==> config.mk <==
export PLATFORM = sky130hd
export DESIGN_NAME = row_fetch_serializer
export DESIGN_NICKNAME = d
export VERILOG_FILES = /design/src/rtl/row_fetch_pkg.sv /design/src/rtl/word_serializer.sv /design/src/rtl/row_fetch_serializer.sv
export SDC_FILE = /design/constraint.sdc
export NUM_CORES = 1
export LEC_CHECK = 0
export CORE_ASPECT_RATIO = 0.7
export CORE_MARGIN = 2
export CORE_UTILIZATION = 54
export DETAILED_ROUTE_END_ITERATION = 10
export PLACE_DENSITY = 0.93
export SLEW_MARGIN = 25
export SYNTH_ARGS = -nofsm -noshare
export SYNTH_HDL_FRONTEND = slang
export SYNTH_SLANG_ARGS = --single-unit
==> constraint.sdc <==
create_clock -name clk -period 3.5 [get_ports clk]
set_input_delay 0.35 -clock clk [delete_from_list [all_inputs] [get_ports clk]]
set_output_delay 0.35 -clock clk [all_outputs]
set_load 0.02 [all_outputs]
==> src/rtl/row_fetch_pkg.sv <==
// Shared types and constants for the row fetch serializer.
//   fetch_state_t : memory-side controller states
//   BYTE_W        : width of one streamed byte
package row_fetch_pkg;

  localparam int BYTE_W = 8;

  typedef enum logic [1:0] {
    IDLE,
    REQ,
    WAIT,
    SEND
  } fetch_state_t;

endpackage

==> src/rtl/word_serializer.sv <==
// Loads one memory word and streams it MSB byte first over a valid/ready link.
// Ports:
//   clk, rst  : clock, asynchronous active-high reset
//   clear     : clear byte counter (row start)
//   load      : capture word and begin streaming
//   word      : word to stream
//   ready     : downstream can accept
//   data      : current byte (top byte of shift register)
//   valid     : data is valid
//   last      : current byte is the final byte of the row
//   finish    : final byte transfers this cycle
module word_serializer
  import row_fetch_pkg::*;
#(
  parameter int DATA_W = 64,
  parameter int BYTES  = 8
) (
  input  logic              clk,
  input  logic              rst,
  input  logic              clear,
  input  logic              load,
  input  logic [DATA_W-1:0] word,
  input  logic              ready,
  output logic [BYTE_W-1:0] data,
  output logic              valid,
  output logic              last,
  output logic              finish
);

  localparam int CNT_W = (BYTES > 1) ? $clog2(BYTES) : 1;

  logic [DATA_W-1:0] shreg;
  logic [CNT_W-1:0]  byte_cnt;
  logic              xfer;

  assign data   = shreg[DATA_W-1 -: BYTE_W];
  assign last   = valid && (byte_cnt == CNT_W'(BYTES - 1));
  assign xfer   = valid && ready;
  assign finish = xfer && last;

  always_ff @(posedge clk or posedge rst) begin
    if (rst) begin
      shreg    <= '0;
      byte_cnt <= '0;
      valid    <= 1'b0;
    end else begin
      if (load) begin
        shreg <= word;
        valid <= 1'b1;
      end else if (xfer) begin
        shreg <= shreg << BYTE_W;
        if (last) valid <= 1'b0;
      end
      // The counter holds on the final byte so it never wraps inside a row.
      if (clear) begin
        byte_cnt <= '0;
      end else if (xfer && !last) begin
        byte_cnt <= byte_cnt + CNT_W'(1);
      end
    end
  end

endmodule

==> src/rtl/row_fetch_serializer.sv <==
// Fetches one 64-bit matrix row over Avalon-MM and streams it as bytes into
// the MAC array FIFO, pulsing done when the row has gone out (err on timeout).
//
// state | meaning
// IDLE  | waiting for start
// REQ   | mem_read asserted, waiting for the slave to accept
// WAIT  | read accepted, waiting for readdatavalid (timeout counted)
// SEND  | streaming bytes through word_serializer
//
// Ports:
//   clk, rst              : clock, asynchronous active-high reset
//   start, row_addr       : row fetch request and its word address
//   busy, done, err       : status; done/err are single-cycle pulses
//   mem_*                 : Avalon-MM read master
//   out_data/valid/ready/last : byte stream to FIFO write port
module row_fetch_serializer #(
  parameter int ADDR_W  = 4,
  parameter int DATA_W  = 64,
  parameter int BYTES   = 8,
  parameter int TIMEOUT = 255
) (
  input  logic              clk,
  input  logic              rst,
  input  logic              start,
  input  logic [ADDR_W-1:0] row_addr,
  output logic              busy,
  output logic              done,
  output logic              err,
  output logic [ADDR_W-1:0] mem_address,
  output logic              mem_read,
  input  logic              mem_waitrequest,
  input  logic [DATA_W-1:0] mem_readdata,
  input  logic              mem_readdatavalid,
  output logic [7:0]        out_data,
  output logic              out_valid,
  input  logic              out_ready,
  output logic              out_last
);

  import row_fetch_pkg::*;

  localparam int TO_W = $clog2(TIMEOUT + 1);

  fetch_state_t      state_q, state_d;
  logic [ADDR_W-1:0] addr_q;
  logic [TO_W-1:0]   to_cnt;
  logic              done_q;
  logic              load;
  logic              clear;
  logic              ser_finish;

  always_ff @(posedge clk or posedge rst) begin
    if (rst) begin
      state_q <= IDLE;
      addr_q  <= '0;
      to_cnt  <= '0;
      done_q  <= 1'b0;
    end else begin
      state_q <= state_d;
      if (state_q == IDLE && start) begin
        addr_q <= row_addr;
        to_cnt <= '0;
      end else if (state_q == WAIT) begin
        to_cnt <= to_cnt + TO_W'(1);
      end
      done_q <= (state_q == SEND) && ser_finish;
    end
  end

  always_comb begin
    state_d  = state_q;
    mem_read = 1'b0;
    load     = 1'b0;
    clear    = 1'b0;
    err      = 1'b0;
    case (state_q)
      IDLE: begin
        if (start) begin
          clear   = 1'b1;
          state_d = REQ;
        end
      end
      REQ: begin
        mem_read = 1'b1;
        if (!mem_waitrequest) begin
          // A zero-latency slave may return data in the accept cycle.
          if (mem_readdatavalid) begin
            load    = 1'b1;
            state_d = SEND;
          end else begin
            state_d = WAIT;
          end
        end
      end
      WAIT: begin
        // Data arriving on the timeout cycle still wins.
        if (mem_readdatavalid) begin
          load    = 1'b1;
          state_d = SEND;
        end else if (to_cnt == TO_W'(TIMEOUT)) begin
          err     = 1'b1;
          state_d = IDLE;
        end
      end
      SEND: begin
        if (ser_finish) state_d = IDLE;
      end
      default: state_d = IDLE;
    endcase
  end

  assign mem_address = addr_q;
  assign busy        = (state_q != IDLE);
  assign done        = done_q;

  word_serializer #(
    .DATA_W (DATA_W),
    .BYTES  (BYTES)
  ) u_ser (
    .clk    (clk),
    .rst    (rst),
    .clear  (clear),
    .load   (load),
    .word   (mem_readdata),
    .ready  (out_ready),
    .data   (out_data),
    .valid  (out_valid),
    .last   (out_last),
    .finish (ser_finish)
  );

endmodule

Yosys cells after proc, flatten, opt, wreduce, memory -nomap -nowiden. Index checks and enable logic that the tools add are counted. W data, S select, Z words.

Memories kept: 0. Input port bits: 74. RAM bits: 0. Output and inout port bits: 18. Logic and storage cells: 58. ROM bits: 0. Register bits after elaboration: 83. Latch bits: 0.

Order comparisons: 0. Reductions and logical operators: 15. Div/mod/pow operators: 0. Bitwise operators: 0. Muxes and demuxes: 25. Equal/unequal tests: 9. Multiply operators: 0. $add $sub $neg: 2. Shift operators: 0.

Operator list (count): $mux W64 (2); $mux W8 (2); $mux W1 (12); $mux W2 (5); $reduce_bool A2 Y1 (5); $add A8 B1 Y8 const B (1); $eq A8 B8 Y1 const B (1); $pmux W2 S4 (1); $logic_and A1 B1 Y1 (6); $mux W3 (2); $ne A2 B2 Y1 const B (3); $eq A2 B2 Y1 const B (2); $reduce_and A4 Y1 (1); $add A3 B1 Y3 const B (1); $eq A3 B3 Y1 const B (1); $ne A3 B2 Y1 const B (1); $eq A2 B1 Y1 const B (1); $logic_not A2 Y1 (1); $pmux W1 S2 (1); $reduce_and A2 Y1 (1); $logic_not A1 Y1 (1).

Longest topological paths before layout. Gate-level depths: netlist (run 1).

Depth after elaboration: 6. Gate-level depth with buffers: 8. Mapped depth without buffers: 6.

Modules after synthesis. From an unflattened synthesis (run 1), not the netlist that was laid out.

Cells, all modules: 459. Area total of the unflattened synthesis: 4549.4 um^2.

Modules (own cells, without submodules): word_serializer (sequential area each 1701.6 um^2, times used 1, cells an instance 383, area an instance 3739.8 um^2); row_fetch_serializer (sequential area each 375.4 um^2, times used 1, cells an instance 76, area an instance 809.5 um^2).

Least setup slack after synthesis (run 1). OpenSTA, ideal clock, no wires.

Path type: register to output. Start point: register state_q[0]. End point: output err. Required time: 3.150 ns. Data arrival time: 1.626 ns. Path buffers: 1. Slack: 1.524 ns. Cell stages (with the launch flop): 6. Cells stage by stage: dfrtp_1 -> inv_1 -> ha_1 -> buf_2 -> nand3_1 -> nor4_1.

Word-level cells in the longest chain between the ends: 2.

Ends and longest elaborated chain: start, declared (line row_fetch_serializer.sv:44) `fetch_state_t state_q, state_d;`; start signal, assigned (line row_fetch_serializer.sv:59) `state_q <= state_d;`; $eq A2 B2 Y1 (line row_fetch_serializer.sv:76) `case (state_q)`; $mux W1 (line row_fetch_serializer.sv:76); end, declared (line row_fetch_serializer.sv:28) `output logic err,`.

No other way between the ends.

Worst setup path in the final report (run 1). Ends and elaborated chain as after synthesis.

==> results.md, run 1 <==
* Power Density at 800 nW/µm²
* DRC at 0
* Syn-to-layout area delta at 28.9%
* VDD IR-drop max at 0.000510 V
* Largest stage delay, worst path at 0.66 ns
* Initial Util at 0.569
* Clock transition at the registers of the reported paths at 0.08 ns
* Syn Nets at 464
* Ant diodes at 0
* Yosys top cell area share at 0.531
* Endpoints failing hold at 0
* Htree depth at 3
* IO Port Bufs at 91
* GPL Wtd Cong at 0.827
* CP top delay family: buffers and inverters
* Post-synthesis sequential area ratio at 0.531
* CTS tree: yes
* GR Util All Layers at 0.215
* YS warnings at 0
* Commonest non-fill, non-tap cells in the layout: clkdlybuf4s50_1, dfrtp_1, nor2_1
* RR Startpoint: u_ser.byte_cnt[0]
* Fin. max-slew vios at 0
* Post-CTS Setup Inserts at 0
* #FFs+latches synth at 83
* Via count at 2,930
* Worst Setup End Kind: output pin
* R2r endpoint: state_q[1]
* CTS Buffer Depth at 2
* RSZ-0062 raised after global routing: no
* Clk_skew at 0.00994 ns
* Clock Latency Late Sink at 0.35 ns
* Post-CTS sizing at 0
* DRT antenna net count at 0
* Die H at 75.2 µm
* First-pass GRT wire length at 13,200 µm
* Max frequency at 0.366 GHz
* Arr. time, crit path at 2.39 ns
* Vias/cell at 5.28
* Die Area at 7960 µm²
* Area contributors post-synth: dfrtp_1, mux2i_1, a21oi_1
* Synth unique cells at 27
* Worst-path maximum fanout at 10
* Synth Flop Type: dfrtp_1
* Final min period at 2.74 ns
* DIE WIDTH at 106 µm
* CTS Root Cell: clkbuf_8
* Syn Area/Cell at 10.2 µm²
* Share of layout cells above drive strength 1 at 0.0586
* LEAKAGE at 2.34 nW
* CTS Sinks at 83
* FFs w/ async S/R, synth at 1.00
* Hold Path Class: input pin to async pin
* Grt ovf at 0
* EDFF count, synth at 0
* Layout fillers at 505
* Drt pass-1 iters at 4
* # rows at 25
* Vias in the first global route at 2,781
* Crit path cell chain: inv_1, ha_1, nand3_1, nor4_1, clkdlybuf4s50_1
* Status: completed
* Commonest non-fill, non-tap cell in the layout: clkdlybuf4s50_1
* Worst Slack Setup Final at 0.765 ns
* Setup_tns at 0 ns
* Core Area at 6880 µm²
* Startpoint types: flop
* CP Data Required Time at 3.15 ns
* Ports at 92
* Reg2Reg Depth at 6
* Mapped Area at 3910 µm²
* Post-DR wirelength/cell at 14.8 µm
* Post-Route WL at 8220 µm
* R2R Setup Slk at 1.44 ns
* Initial DRC count at 143
* Pre-CTS setup slack at 1.13 ns
* Crit. path cell count at 5
* Cells after Synth at 382
* Worst slew margin at 0.593
* Final setup viols at 0
* Hold buffers post-CTS at 0
* Largest net degree at the start of global routing at 130
* Antenna violations before repair at 0
* Max-cap violations at 0
* Buf+Inv Stages, Crit Path at 2
* Yosys top cell by area: dfrtp_1
* CTS buffer count at 9
* NumNets Final at 539
* Pin slew with the least headroom to its limit at 0.610 ns
* Post-DP HPWL at 5700 µm
* CP max-delay cell: clkdlybuf4s50_1
* Crit Path Class: flop to output pin
* Period utilisation layout at 0.781
layer usage:
metal  vias up  routed length, µm  track usage
li1       1447                  -            -
met3         4                424       0.0675
met1      1402               3930        0.293
met2        77               3820        0.345
met5         -                  0            0
met4         0                 42       0.0541
sequential cells by signal (all words and copies together) (netlist names):
signal          count
state_q             2
to_cnt              8
u_ser.shreg        64
mem_address         4
u_ser.valid         1
done                1
u_ser.byte_cnt      3
cell families after synthesis:
kind of cell | Yosys count | share of synthesized area
AOI/OAI and AO/OA | 81 | 0.105
muxes | 61 | 0.157
DFF | 83 | 0.531
buffers and inverters | 46 | 0.0582
adders and majority gates | 8 | 0.0256
xor gates and xnor gates | 5 | 0.0112
and+or+nand+nor | 98 | 0.112
how the worst max path moves through the flow:
stage	start	endpoint
global route	state_q[0]	err
floorplan	rst	done
finish	state_q[0]	err
CTS	state_q[0]	err
detailed placement	state_q[0]	err
global placement	state_q[0]	err
layout make-up:
type / instances / area [µm²] / share of cell area
Clock buffer: 10 / 138 / 0.0273
Tap cell: 94 / 118 / 0.0233
Clock inverter: 5 / 77.6 / 0.0154
Sequential cell: 83 / 2080 / 0.412
Multi-Input combinational cell: 253 / 1630 / 0.322
Timing Repair Buffer: 95 / 953 / 0.189
Inverter: 15 / 57.6 / 0.0114
per-stage QoR:
step           utilization  area [µm²]  instances  power (mW)  hold slack (ns)
6_report             0.733        5050        555        4.04            0.288
2_1_floorplan            -        3910        382        2.85            0.468
3_5_place_dp         0.701        4820        540        3.32            0.491
4_1_cts              0.732        5040        555        4.06            0.284
5_1_grt              0.733        5050        555        4.33            0.308
3_3_place_gp         0.701        4820        540        3.21            0.484
synth_stat cells, drive strengths merged, types with 4 or more instances:
master and number:
a21oi 63, buf 28, dfrtp 83, ha 8, inv 15, mux2 4, mux2i 57, nand2 7
nand3 12, nor2 65, o21ai 16
power breakdown:
group / switching (mW) / internal, mW / leakage [nW]
combinational: 0.834 / 0.786 / 1.22
sequential: 0.279 / 1.40 / 1.02
clock: 0.325 / 0.415 / 0.108
No activity file was read; power rests on OpenSTA's default activity.
==> run 2: changes to the inputs <==
--- a/config.mk
+++ b/config.mk
@@ -7,9 +7,9 @@
 export LEC_CHECK = 0
 export CORE_ASPECT_RATIO = 0.7
 export CORE_MARGIN = 2
-export CORE_UTILIZATION = 54
+export CORE_UTILIZATION = 50
 export DETAILED_ROUTE_END_ITERATION = 10
-export PLACE_DENSITY = 0.93
+export PLACE_DENSITY = 0.87
 export SLEW_MARGIN = 25
 export SYNTH_ARGS = -nofsm -noshare
 export SYNTH_HDL_FRONTEND = slang
==> constraint.sdc (replaced) <==
create_clock -name clk -period 2.56 [get_ports clk]
set_input_delay 0.256 -clock clk [delete_from_list [all_inputs] [get_ports clk]]
set_output_delay 0.256 -clock clk [all_outputs]
set_load 0.02 [all_outputs]
==> run 2 against run 1 <==
Sequential power up 36%. Global-route usage shrank 1.1 points. Clock-buffer cell count shrank 1. Routed wire length increased by 1.3%. Utilization fell by 4.9 points.
==> results.md, run 2 (synthesis results as in run 1) <==
* Worst Slack Setup Final at 0.422 ns (was 0.765 ns)
* Clock Latency Late Sink at 0.35 ns (about the same)
* Hold buffers post-CTS at 0 (unchanged)
* Die H at 78.0 µm (was 75.2 µm)
* Ports at 92 (unchanged)
* CTS Sinks at 83 (unchanged)
* DRT antenna net count at 0 (unchanged)
* Worst slew margin at 0.633 (was 0.593)
* Pre-CTS setup slack at 0.308 ns (was 1.13 ns)
* NumNets Final at 541 (was 539)
* Crit Path Class: flop to output pin (unchanged)
* Initial Util at 0.525 (was 0.569)
* Vias in the first global route at 2,721 (was 2,781)
* Antenna violations before repair at 0 (unchanged)
* Syn-to-layout area delta at 30.3% (was 28.9%)
* Post-Route WL at 8330 µm (was 8220 µm)
* Hold Path Class: input pin to async pin (unchanged)
* GPL Wtd Cong at 0.823 (was 0.827)
* Setup_tns at 0 ns (unchanged)
* Reg2Reg Depth at 7 (was 6)
* Drt pass-1 iters at 4 (unchanged)
* Status: completed (unchanged)
* Die Area at 8560 µm² (was 7960 µm²)
* Worst-path maximum fanout at 10 (unchanged)
* Pin slew with the least headroom to its limit at 0.551 ns (was 0.610 ns)
* # rows at 26 (was 25)
* Share of layout cells above drive strength 1 at 0.0648 (was 0.0586)
* Arr. time, crit path at 1.88 ns (was 2.39 ns)
* CTS tree: yes (unchanged)
* LEAKAGE at 2.39 nW (was 2.34 nW)
* DIE WIDTH at 110 µm (was 106 µm)
* Fin. max-slew vios at 0 (unchanged)
* CP max-delay cell: dfrtp_1 (was clkdlybuf4s50_1)
* Worst Setup End Kind: output pin (unchanged)
* IO Port Bufs at 91 (unchanged)
* CP Data Required Time at 2.30 ns (was 3.15 ns)
* GR Util All Layers at 0.205 (was 0.215)
* RSZ-0062 raised after global routing: no (unchanged)
* Via count at 2,940 (was 2,930)
* First-pass GRT wire length at 13,400 µm (was 13,200 µm)
* Htree depth at 3 (unchanged)
* Post-DR wirelength/cell at 14.8 µm (about the same)
* Final min period at 2.14 ns
* Max-cap violations at 0 (unchanged)
* Final setup viols at 0 (unchanged)
* CTS Buffer Depth at 2 (unchanged)
* Final Non-Filler Cells at 561 (was 555)
* Ant diodes at 0 (unchanged)
* VDD IR-drop max at 0.000955 V (was 0.000510 V)
* Vias/cell at 5.24 (was 5.28)
* Clock transition at the registers of the reported paths at 0.08 ns (about the same)
* Post-DP HPWL at 5850 µm (was 5700 µm)
* Top reg by flops: u_ser.shreg (unchanged)
* Startpoint types: flop (unchanged)
* CTS buffer count at 9 (unchanged)
* Largest stage delay, worst path at 0.42 ns (was 0.66 ns)
* Commonest non-fill, non-tap cells in the layout: clkdlybuf4s50_1, dfrtp_1, nor2_1 (unchanged)
* Period utilisation layout at 0.835
* Number of flip-flops in the largest register at 64 (unchanged)
* Commonest non-fill, non-tap cell in the layout: clkdlybuf4s50_1 (unchanged)
* Max frequency at 0.468 GHz
* Power Density at 1100 nW/µm² (was 800 nW/µm²)
* # placed instances at 546 (was 540)
* Largest net degree at the start of global routing at 130 (unchanged)
* Crit path cell chain: inv_1, ha_2, nand3_1, nor4_1, dlymetal6s2s_1 (was inv_1, ha_1, nand3_1, nor4_1, clkdlybuf4s50_1)
* Endpoints failing hold at 0 (unchanged)
* DRC at 0 (unchanged)
* Clk_skew at 0.00455 ns (was 0.00994 ns)
* Grt ovf at 0 (unchanged)
* Initial DRC count at 129 (was 143)
* Core Area at 7450 µm² (was 6880 µm²)
* CTS Root Cell: clkbuf_8 (unchanged)
[run 2: path summary, 6_finish.rpt]
path / start / end / slack, ns
worst max register to register: state_q[1] / u_ser.shreg[4] / 0.50
worst min register to register: u_ser.shreg[1] / u_ser.shreg[1] / 0.51
worst max-delay path: state_q[0] / err / 0.42
min in group clk: mem_readdata[6] / u_ser.shreg[6] / 0.45
worst min-delay path: rst / state_q[1] / 0.10
max in group asynchronous: rst / u_ser.shreg[23] / 1.84
[run 2: area by class of cell]
class | instances | area [µm²]
clock buffers | 9 | 124
multi-input cells | 253 | 1620
inverters | 15 | 57.6
fillers | 594 | 2350
flip-flops and latches | 83 | 2080
well taps | 98 | 123
clock inverters | 6 | 105
repair buffers | 97 | 996
[run 2: timing repair]
| item | CTS | global route |
|---|---|---|
| setup buffers | 0 | 0 |
| setup endpoints to repair | 1 | 1 |
| resized for setup | 1 | 1 |
| hold endpoints to repair | 0 | 0 |
[run 2: layer usage]
metal,routed length (µm),vias to the layer above,track usage,share of wire
met5,0,-,0,0
met2,3940,84,0.319,0.47
met4,87,0,0.0532,0.010
met3,486,11,0.0532,0.058
li1,-,1451,-,-
met1,3820,1394,0.286,0.46
[run 2: metrics by stage]
| stage | hold slack [ns] | area, µm² | utilization | power [mW] |
|---|---|---|---|---|
| 4_1_cts | 0.0889 | 5100 | 0.684 | 5.64 |
| 6_report | 0.101 | 5100 | 0.685 | 5.59 |
| 3_3_place_gp | 0.468 | 4870 | 0.653 | 4.40 |
| 5_1_grt | 0.102 | 5100 | 0.685 | 6.00 |
| 2_1_floorplan | 0.397 | 3910 | - | 3.89 |
| 3_5_place_dp | 0.469 | 4870 | 0.653 | 4.54 |
[run 2: critical path, delay by kind of cell (launching register included)]
| family | cells | cell delay [ns] |
|---|---|---|
| buffers and inverters | 2 | 0.42 |
| adder cells (fa/ha/maj) | 1 | 0.31 |
| AND/OR/NAND/NOR | 2 | 0.38 |
| flip-flops | 1 | 0.42 |
[run 2: where the power goes]
part           internal (mW)  total (mW)  switching (mW)
clock network          0.637        1.09           0.449
logic                   1.10        2.23            1.14
registers               1.91        2.28           0.366
total                   3.64        5.59            1.95
